==> src/rtl/mem_req_unit.sv <==
// Memory request unit: splits 8/16-bit core requests into byte cycles on an
// external byte bus, stalls the core while a transfer is in flight.
module mem_req_unit (
    input  logic        clk,
    input  logic        a_rst,
    input  logic        mar_wr,
    input  logic [15:0] mar_in,
    input  logic [15:0] wdata,
    input  logic        mem_rq,
    input  logic        mem_rq_cmd,
    input  logic        mem_rq_width,
    input  logic [7:0]  bus_rdata,
    input  logic        bus_ready,
    output logic        stop,
    output logic [15:0] rdata,
    output logic        rdata_valid,
    output logic        done,
    output logic        bus_en,
    output logic        bus_we,
    output logic [15:0] bus_addr,
    output logic [7:0]  bus_wdata
);

    typedef enum logic [1:0] {IDLE, LO, HI, RESP} state_t;

    state_t      state;
    logic [15:0] mar;
    logic [15:0] req_addr;
    logic [15:0] req_wdata;
    logic        req_cmd;
    logic        req_width;

    always_ff @(posedge clk or negedge a_rst) begin
        if (!a_rst) begin
            state     <= IDLE;
            mar       <= 16'h0000;
            rdata     <= 16'h0000;
            req_addr  <= 16'h0000;
            req_wdata <= 16'h0000;
            req_cmd   <= 1'b0;
            req_width <= 1'b0;
        end else begin
            case (state)
                IDLE, RESP: begin
                    if (mar_wr)
                        mar <= mar_in;
                    if (mem_rq) begin
                        // A same-cycle mar_wr forwards its address into the request.
                        req_addr  <= mar_wr ? mar_in : mar;
                        req_wdata <= wdata;
                        req_cmd   <= mem_rq_cmd;
                        req_width <= mem_rq_width;
                        state     <= LO;
                    end else begin
                        state <= IDLE;
                    end
                end
                LO: begin
                    if (bus_ready) begin
                        if (!req_cmd) begin
                            rdata[7:0] <= bus_rdata;
                            if (!req_width)
                                rdata[15:8] <= 8'h00;
                        end
                        state <= req_width ? HI : RESP;
                    end
                end
                HI: begin
                    if (bus_ready) begin
                        if (!req_cmd)
                            rdata[15:8] <= bus_rdata;
                        state <= RESP;
                    end
                end
                default: state <= IDLE;
            endcase
        end
    end

    // All outputs decode the state register only, so no input reaches them.
    always_comb begin
        stop        = (state == LO) || (state == HI);
        bus_en      = stop;
        bus_we      = stop && req_cmd;
        bus_addr    = (state == HI) ? req_addr + 16'd1 : req_addr;
        bus_wdata   = (state == HI) ? req_wdata[15:8] : req_wdata[7:0];
        done        = (state == RESP);
        rdata_valid = done && !req_cmd;
    end

endmodule

==> config.mk <==
export PLATFORM = sky130hd
export DESIGN_NAME = mem_req_unit
export DESIGN_NICKNAME = d
export VERILOG_FILES = /design/src/rtl/mem_req_unit.sv
export SDC_FILE = /design/constraint.sdc
export NUM_CORES = 1
export LEC_CHECK = 0
export CAP_MARGIN = 40
export CORE_MARGIN = 5
export CORE_UTILIZATION = 35
export CTS_BUF_LIST = sky130_fd_sc_hd__clkbuf_8
export DETAILED_ROUTE_END_ITERATION = 12
export PLACE_DENSITY = 0.62
export SLEW_MARGIN = 15
export SYNTH_ARGS = -nofsm -noshare
export SYNTH_HDL_FRONTEND = slang
export SYNTH_SLANG_ARGS = --single-unit
==> constraint.sdc <==
create_clock -name clk -period 1.9 [get_ports clk]
set_clock_uncertainty 0.15 [all_clocks]
set_input_delay 0.38 -clock clk [delete_from_list [all_inputs] [get_ports clk]]
set_output_delay 0.38 -clock clk [all_outputs]
set_load 0.01 [all_outputs]
==> impl_metrics.json <==
{
  "status": "complete, but fails checks",
  "failed_checks": "setup timing",
  "stdcell_count": 512,
  "cp_cell_sequence": "inv_2 -> ha_4 -> buf_12 -> nand4_4 -> nor4_4 -> xor2_1 -> buf_2",
  "synth_top_area_frac": 0.5342,
  "drive_above_1_share": 0.4233,
  "critPathCaptureType": "output port",
  "ant_nets": 0,
  "hpwl_mm": 5.678,
  "r2r_start": "state[0]",
  "final_util": 0.5693,
  "ir_drop_uv": 680.6,
  "max_stage_delay_ns": 0.39,
  "synthFlopType": "dfrtp_1",
  "cpLargestDelayFamily": "simple AND/OR/NAND/NOR gates",
  "placedCellCount": 476,
  "drv_slew": 0,
  "nets": 450,
  "ctsHtreeMaxLevel": 3,
  "io_pins": 92,
  "finalPower_mw": 8.510,
  "report.final.hold_viol_count": 0,
  "rows": 34,
  "drc": 0,
  "core_um2": 8806,
  "grt_pass1_vias": 2589,
  "syn-cell-area_um2": 3186,
  "min_from": "mar[8]",
  "n_antenna_cell": 0,
  "multi_input_area_um2": 1605,
  "clk_path_buf_depth": 2,
  "timing.hold.ws_ns": 0.3445,
  "synthArstFlopShare": 1.000,
  "p_per_area_nw_per_um2": 1697,
  "synth-seq-area-share": 0.5342,
  "path_buf_inv": 3,
  "post-place-ws_ns": -0.5421,
  "yosysMostFrequentCell": "dfrtp_1",
  "fmax_ghz": 0.4236,
  "die_h_um": 105.4,
  "via_per_inst": 4.813,
  "drt_iter0_markers": 49,
  "ys_seq_elements": 68,
  "port_buffers": 91,
  "cts_sinks": 68,
  "rsz0062_at_grt": "yes",
  "fin_area_um2": 5014,
  "clock_latency_ns": 0.33,
  "drt-total-wl_mm": 7.967,
  "cts_tree": "yes",
  "die_w_um": 105.4,
  "crit_start": "state[0]",
  "tightest_slew_ns": 0.3634,
  "worst_slack_ns": -0.4607,
  "leakage_nw": 2.335,
  "period_minus_slack_ns": 2.361,
  "syn-instance-count": 257,
  "worstSetupStartpointType": "register",
  "die-area_um2": 11110,
  "seq_area_um2": 1704,
  "track_usage": 0.1487,
  "synthTopCellsByArea": "dfrtp_1, mux2_2, mux2i_1",
  "root_buffer": "clkbuf_8",
  "area_growth_pct": 57.38,
  "synth_edf_count": 0,
  "critPathArrivalTime_ns": 1.83,
  "cp_slowest_cell": "dfrtp_1",
  "gp_congestion": 0.7782,
  "num_vias": 2464,
  "grt_first_pass_wirelength_mm": 13.28,
  "crit_fanout": 4,
  "cp.required_ns": 1.37,
  "finalSetupTns_ns": -8.398,
  "wl_per_cell_um": 15.56,
  "n_fill_cell": 752,
  "synth_nets": 308,
  "start_util": 0.3618,
  "synth_warnings": 0,
  "synth_common_cells": "dfrtp_1, mux2_2, nand2_1",
  "numCtsBuffers": 9,
  "clk_pin_slew_ns": 0.07,
  "slew_headroom": 0.7578,
  "syn_area_per_cell_um2": 12.40,
  "drv_cap": 0,
  "finalSetupViolations": 24,
  "grt_overflow_total": 0,
  "grt_max_degree": 69,
  "synth_area_leader_cell": "dfrtp_1",
  "critical_path_class": "reg -> out",
  "antenna_found_initial": 0,
  "dr.pass1.iters": 4,
  "place_area_um2": 4491,
  "worstHoldPathType": "reg -> reg",
  "period_share": 1.242,
  "synthDistinctLibCells": 29
}
==> layout make-up <==
| class | count | share of cell area |
|---|---|---|
| Sequential cell | 68 | 0.3399 |
| Multi-Input combinational cell | 172 | 0.3202 |
| Timing Repair Buffer | 145 | 0.2705 |
| Clock buffer | 11 | 0.03020 |
| Tap cell | 108 | 0.02695 |
| Clock inverter | 5 | 0.009983 |
| Inverter | 3 | 0.002246 |
==> report_power, final <==
group	switching, mW	internal [mW]	total [mW]
combinational	1.94	2.72	4.67
clock	0.526	0.669	1.20
sequential	0.466	2.18	2.65
total	2.94	5.57	8.51
==> placed cells by master, fill, tap and decap left out, types with 3 or more instances in the layout <==
cell             instances
a22o_1                   8
buf_12                   5
buf_2                   20
buf_4                   32
buf_6                   24
clkbuf_8                11
clkdlybuf4s50_1         61
clkinv_2                 4
dfrtp_1                 66
mux2_1                   4
mux2_2                  38
mux2_4                   9
mux2i_1                 17
nand2_1                 25
nand4_1                  6
nand4_4                  3
nor2_2                   3
nor2b_1                  3
nor4_4                   5
o21ai_0                 16
xor2_1                  11
==> state kept, by name, summed over array words and instances (netlist names) <==
register / count
mar: 16
rdata: 16
req_width: 1
req_wdata: 16
req_addr: 16
state: 2
req_cmd: 1
==> logic make-up (layout without fill, tap and decap cells) <==
kind of cell,count (synthesis),after routing,share of synthesized area
mux,68,68,0.2337
flops,68,68,0.5342
simple gates,59,59,0.09859
compound gates,26,26,0.05224
buf+inv,17,164,0.02435
xor+xnor,15,15,0.04124
fa+ha+maj,4,4,0.01571
==> what timing repair did <==
item / 4_1_cts / 5_1_grt
pin swaps: 21 / 19
setup endpoints to repair: 29 / 36
hold buffers: 1 / 0
hold endpoints to repair: 68 / 0
buffers inserted: 17 / 7
gates resized for setup: 166 / 18
==> per-layer routing <==
metal	up-vias	GRT usage	share of wire	wire [um]
li1	1197	-	-	-
met1	1198	0.1823	0.43	3450
met2	60	0.2536	0.51	4029
met3	9	0.03362	0.045	355
met4	0	0.05904	0.017	132
met5	-	0	0	0
==> path summary, 6_finish.rpt <==
check | to | slack [ns] | cells after the start
min | mar[8] | 0.34 | 1
max reg2reg | rdata[15] | 0.05 | 9
max | bus_addr[12] | -0.46 | 7
min in group asynchronous | req_wdata[2] | 0.44 | 3
min reg2reg | mar[8] | 0.34 | 1
max in group asynchronous | req_addr[4] | 0.85 | 3
(Power assumes the default switching activity.)
